===== config.mk =====
export PLATFORM = sky130hd
export DESIGN_NAME = player_collision_tracker
export DESIGN_NICKNAME = d
export VERILOG_FILES = /design/src/rtl/player_collision_tracker.sv
export SDC_FILE = /design/constraint.sdc
export NUM_CORES = 1
export LEC_CHECK = 0
export CAP_MARGIN = 40
export CORE_MARGIN = 3
export CORE_UTILIZATION = 49
export CTS_CLUSTER_DIAMETER = 80
export DETAILED_ROUTE_END_ITERATION = 16
export PLACE_DENSITY = 0.73
export RECOVER_POWER = 50
export SLEW_MARGIN = 30
export SYNTH_ARGS = -nofsm -noshare
export SYNTH_HDL_FRONTEND = slang
export SYNTH_SLANG_ARGS = --single-unit

===== constraint.sdc =====
create_clock -name pclk -period 9.9 [get_ports pclk]
set_clock_uncertainty 0.15 [all_clocks]
set_input_delay 0.99 -clock pclk [delete_from_list [all_inputs] [get_ports pclk]]
set_output_delay 0.99 -clock pclk [all_outputs]
set_load 0.01 [all_outputs]

===== src/rtl/player_collision_tracker.sv =====
// Player collision tracker: detects overlap between a drawn obstacle pixel
// and the player box, manages health and a post-hit invulnerability window
// with a blinking player, and flags game over when health runs out.
module player_collision_tracker #(
  parameter int PLAYER_W      = 20,
  parameter int PLAYER_H      = 20,
  parameter int MAX_HEALTH    = 3,
  parameter int INVULN_CYCLES = 65000000,
  parameter int FLASH_CYCLES  = 3250000,
  parameter int CNT_W         = 26
) (
  input  logic        pclk,
  input  logic        rst,
  input  logic        game_on,
  input  logic        new_game,
  input  logic        obstacle_working,
  input  logic [11:0] obstacle_x,
  input  logic [11:0] obstacle_y,
  input  logic [11:0] player_x,
  input  logic [11:0] player_y,
  output logic        hit,
  output logic [2:0]  health,
  output logic        invulnerable,
  output logic        player_visible,
  output logic        game_over
);

  typedef enum logic [1:0] {S_IDLE, S_ARMED, S_INVULN, S_DEAD} state_t;

  localparam logic [CNT_W-1:0] INV_LAST    = CNT_W'(INVULN_CYCLES - 1);
  localparam logic [CNT_W-1:0] FLASH_LAST  = CNT_W'(FLASH_CYCLES - 1);
  localparam logic [2:0]       HEALTH_INIT = 3'(MAX_HEALTH);
  localparam logic [12:0]      PW_M1       = 13'(PLAYER_W - 1);
  localparam logic [12:0]      PH_M1       = 13'(PLAYER_H - 1);

  state_t           state_q, state_d;
  logic             hit_q, hit_d;
  logic [2:0]       health_q, health_d;
  logic             inv_q, inv_d;
  logic             vis_q, vis_d;
  logic             over_q, over_d;
  logic [CNT_W-1:0] inv_cnt_q, inv_cnt_d;
  logic [CNT_W-1:0] blink_cnt_q, blink_cnt_d;

  // Box extents are formed at 13 bits so a box near 4095 does not wrap.
  logic [12:0] x_hi, y_hi;
  logic        pix_valid, overlap, collide;

  assign x_hi      = {1'b0, player_x} + PW_M1;
  assign y_hi      = {1'b0, player_y} + PH_M1;
  assign pix_valid = ((obstacle_x != 12'd0) || (obstacle_y != 12'd0)) && obstacle_working;
  assign overlap   = (obstacle_x >= player_x) && ({1'b0, obstacle_x} <= x_hi) &&
                     (obstacle_y >= player_y) && ({1'b0, obstacle_y} <= y_hi);
  assign collide   = pix_valid && overlap;

  // Next-state and next-output logic; new_game overrides everything.
  always_comb begin
    state_d     = state_q;
    hit_d       = 1'b0;
    health_d    = health_q;
    inv_d       = inv_q;
    vis_d       = vis_q;
    over_d      = over_q;
    inv_cnt_d   = inv_cnt_q;
    blink_cnt_d = blink_cnt_q;
    if (new_game) begin
      health_d    = HEALTH_INIT;
      over_d      = 1'b0;
      inv_d       = 1'b0;
      vis_d       = 1'b1;
      inv_cnt_d   = '0;
      blink_cnt_d = '0;
      state_d     = game_on ? S_ARMED : S_IDLE;
    end else begin
      case (state_q)
        S_IDLE: begin
          inv_d       = 1'b0;
          vis_d       = 1'b1;
          inv_cnt_d   = '0;
          blink_cnt_d = '0;
          if (game_on) state_d = S_ARMED;
        end
        S_ARMED: begin
          if (!game_on) begin
            state_d = S_IDLE;
          end else if (collide && (health_q != 3'd0)) begin
            hit_d    = 1'b1;
            health_d = health_q - 3'd1;
            if (health_q == 3'd1) begin
              state_d = S_DEAD;
              over_d  = 1'b1;
            end else begin
              state_d     = S_INVULN;
              inv_d       = 1'b1;
              vis_d       = 1'b1;
              inv_cnt_d   = '0;
              blink_cnt_d = '0;
            end
          end
        end
        S_INVULN: begin
          if (!game_on || (inv_cnt_q == INV_LAST)) begin
            // Leaving the window either way: solid player, counters idle.
            state_d     = game_on ? S_ARMED : S_IDLE;
            inv_d       = 1'b0;
            vis_d       = 1'b1;
            inv_cnt_d   = '0;
            blink_cnt_d = '0;
          end else begin
            inv_cnt_d = inv_cnt_q + 1'b1;
            if (blink_cnt_q == FLASH_LAST) begin
              blink_cnt_d = '0;
              vis_d       = ~vis_q;
            end else begin
              blink_cnt_d = blink_cnt_q + 1'b1;
            end
          end
        end
        S_DEAD: begin
          over_d   = 1'b1;
          vis_d    = 1'b1;
          health_d = 3'd0;
          inv_d    = 1'b0;
        end
        default: state_d = S_IDLE;
      endcase
    end
  end

  // State and output registers with synchronous reset.
  always_ff @(posedge pclk) begin
    if (rst) begin
      state_q     <= S_IDLE;
      hit_q       <= 1'b0;
      health_q    <= HEALTH_INIT;
      inv_q       <= 1'b0;
      vis_q       <= 1'b1;
      over_q      <= 1'b0;
      inv_cnt_q   <= '0;
      blink_cnt_q <= '0;
    end else begin
      state_q     <= state_d;
      hit_q       <= hit_d;
      health_q    <= health_d;
      inv_q       <= inv_d;
      vis_q       <= vis_d;
      over_q      <= over_d;
      inv_cnt_q   <= inv_cnt_d;
      blink_cnt_q <= blink_cnt_d;
    end
  end

  assign hit            = hit_q;
  assign health         = health_q;
  assign invulnerable   = inv_q;
  assign player_visible = vis_q;
  assign game_over      = over_q;

endmodule


==> impl_metrics.csv <==
group,metric,value,unit
run_status,outcome,"complete, but fails checks",
run_status,violations,"capacitance limit, slew limit",
final_layout,fin_util,59.4,%
floorplan,coreArea,9860,sq um
sta,period_share,71.8,%
place,portBuffers,59,
setup_path,cp-end-kind,"register",
final_layout,num_antenna_cells,0,
global_routing,grt_pass1_vias,4759,
sta,hold_viol_final,0,
sta,worstMarginPinSlew,1960,ps
place,gp_congestion,0.877,
global_routing,grtUsageTotal,22.4,%
job,max_cap_viol_count,1,
pwr,power,617,uW
yosys,synth_warnings,0,
setup_path,cp-start-kind,"primary input",
final_layout,area_growth_syn_to_layout,16.9,%
worst_hold_path,hold_path.class,"register to register",
yosys,seq_area_frac_synth,24.4,%
final_layout,ff_latch_area,1220,sq um
cts,cts_resized,0,
sta,relSlewSlack,-32.6,%
sta,fin_crit,7100,ps
pwr,ir_drop,0.117,mV
global_routing,grt_pass1_wl,21.6,mm
sta,maxSlewViolCount,13,
floorplan,die_y,107,microns
routing,postRouteAntennaNets,0,
place,dp.cells,816,
routing,drtIter0Drc,338,
routing,top_layer_used,"met4",
routing,met3RoutedLength,620,microns
routing,dr.pass1.iters,4,
yosys,synthCells,654,
worst_hold_path,holdCritStartpoint,"blink_cnt_q[1]",
routing,wl_met1,6.02,mm
cts,ctsLongestPathBuffers,2,
yosys,synth_edf_count,0,
cts,clock_latency,340,ps
final_layout,drive_above_1_share,4.56,%
routing,postRouteWirelength,13.1,mm
cts,cts_sinks,61,
floorplan,ioPinCount,60,
setup_path,path_class,"primary input to register",
sta,timing.setup.tns,0,ps
sta,finalWorstSetupSlack,2800,ps
cts,cts_hold_buf,0,
cts,path_clk_slew,60,ps
yosys,ys_types,60,
worst_hold_path,min_to,"blink_cnt_q[1]",
cts,root_buffer,"clkbuf_8",
final_layout,multiInputGateArea,3500,sq um
routing,via_per_inst,6.13,
setup_path,r2r-start,"health[0]",
setup_path,crit_required,9980,ps
cts,cts_tree,"built",
cts,post_cts_buffers,0,
routing,routedWlPerCell,15.7,microns
routing,drc,0,
setup_path,crit_arrival,7190,ps
routing,vias,5113,
cts,cts-htree-levels,3,
sta,rsz0062_at_grt,"false",
place,pre_cts_ws,3600,ps
yosys,ys.flop_type,"dfxtp_1",
setup_path,r2r-end,"blink_cnt_q[14]",
pwr,p_per_area,105,nW/um^2
setup_path,reg2reg_slack,5420,ps
final_layout,final_common_cell,"dfxtp_1",
yosys,yosys_register_bits,61,
floorplan,dieArea,11500,sq um
final_layout,final_cell_count_no_fill,834,
yosys,synth_area,5010,sq um
cts,cts_made_buffers,9,
final_layout,fill_cells,864,
setup_path,ff2ff_path_depth,9,
global_routing,grt_max_degree,70,
final_layout,fin_nets,808,
yosys,synth_nets,766,
floorplan,rows,36,
setup_path,crit_fanout,22,
sta,timing.fmax,0.141,GHz
final_layout,layout_common_cells,"dfxtp_1 (61), nor2_1 (59), ha_1 (59)",
sta,setup_viol_count_final,0,
place,post-dp-hpwl,9.46,mm
worst_hold_path,holdPathStages,2,
floorplan,die_w,107,microns
yosys,avgSynthCellArea,7.66,sq um
pwr,leakagePower,2.21,nW
global_routing,antenna_found_initial,0,
yosys,ys_async_sr_fraction,0,%
global_routing,grt-ovfl-total,0,
floorplan,start_util,50.8,%
routing,wl_met2,6.33,mm
-- state kept, by name (all words and copies together), names as in the netlist --
| register | count |
|---|---|
| player_visible | 1 |
| inv_cnt_q | 26 |
| game_over | 1 |
| state_q | 2 |
| invulnerable | 1 |
| hit | 1 |
| blink_cnt_q | 26 |
| health | 3 |
-- Yosys cell counts, drive strengths merged (4+ instances only) --
master,instances,area [sq um]
nand2,49,184
nor4,13,81.3
or4,12,90.1
o311ai,4,35.0
buf,5,23.8
a21oi,55,283
o211ai,14,105
and2,8,50.1
clkbuf,30,113
and4,4,35.0
ha,59,738
a41oi,6,52.6
or2,4,25.0
a21o,6,45.0
a211o,5,43.8
nand4,18,113
a31oi,10,62.6
nor2,60,225
or3,5,36.3
nand3,33,165
and3,17,106
o21ai,33,165
inv,37,139
dfxtp,61,1220
xnor2,18,158
o22ai,6,37.5
o41ai,9,78.8
o31ai,5,37.5
nand4b,17,149
nor3,11,55.1
-- layer usage --
layer	vias to the layer above	GRT usage, %
li1	2550	-
met1	2418	29.4
met2	132	38.4
met3	13	2.95
met4	0	6.58
met5	-	0
-- where the power goes --
part / internal [mW] / switching [mW] / leakage (nW)
Combinational: 0.0671 / 0.103 / 1.63
Sequential: 0.247 / 0.00153 / 0.492
Clock: 0.105 / 0.0933 / 0.0877
Total: 0.419 / 0.198 / 2.21
-- kinds of logic after synthesis --
family                     count (synthesis)  synth area share (%)
buffers and inverters                     72                  5.49
DFF                                       61                  24.4
and+or+nand+nor                          265                  28.6
adders and majority gates                 59                  14.7
xor gates and xnor gates                  20                  3.49
AOI/OAI and AO/OA                        172                  22.2
muxes                                      5                  1.07
-- worst max path at each step --
stage,to,depth (start not counted),slack [ps],from
finish,blink_cnt_q[14],16,2800,player_x[0]
global route,blink_cnt_q[13],16,2300,player_x[0]
CTS,blink_cnt_q[14],16,3910,player_x[0]
detailed placement,blink_cnt_q[14],16,3600,player_x[0]
global placement,blink_cnt_q[8],16,3850,player_x[0]
floorplan,blink_cnt_q[24],16,5430,player_x[0]
-- stage by stage --
step	hold slack [ps]	instance area, sq um
after floorplan	294	5010
after global placement	300	5670
after detailed placement	315	5690
after CTS	326	5860
after global routing	362	5860
final	324	5860
-- final cells by class --
type                       instances  area share [%]
multi-input combinational        521            59.8
sequential                        61            20.8
timing repair buffer              66            11.3
clock buffer                      15            2.84
tap                              133            2.84
inverter                          37            2.37
clock inverter                     1          0.0854
-- critical path, cell delays in order --
cell	delay [ps]
dlygate4sd3_1	580
inv_1	80
ha_1	230
or3_1	370
a21oi_1	320
nand4_1	160
xnor2_1	150
ha_1	310
nand3_1	150
o22ai_1	110
a2111oi_0	470
a221oi_2	60
nor4b_1	1610
a21o_1	710
nand2_1	460
o41ai_1	410
Note: power is estimated with default switching activity, not from simulation.
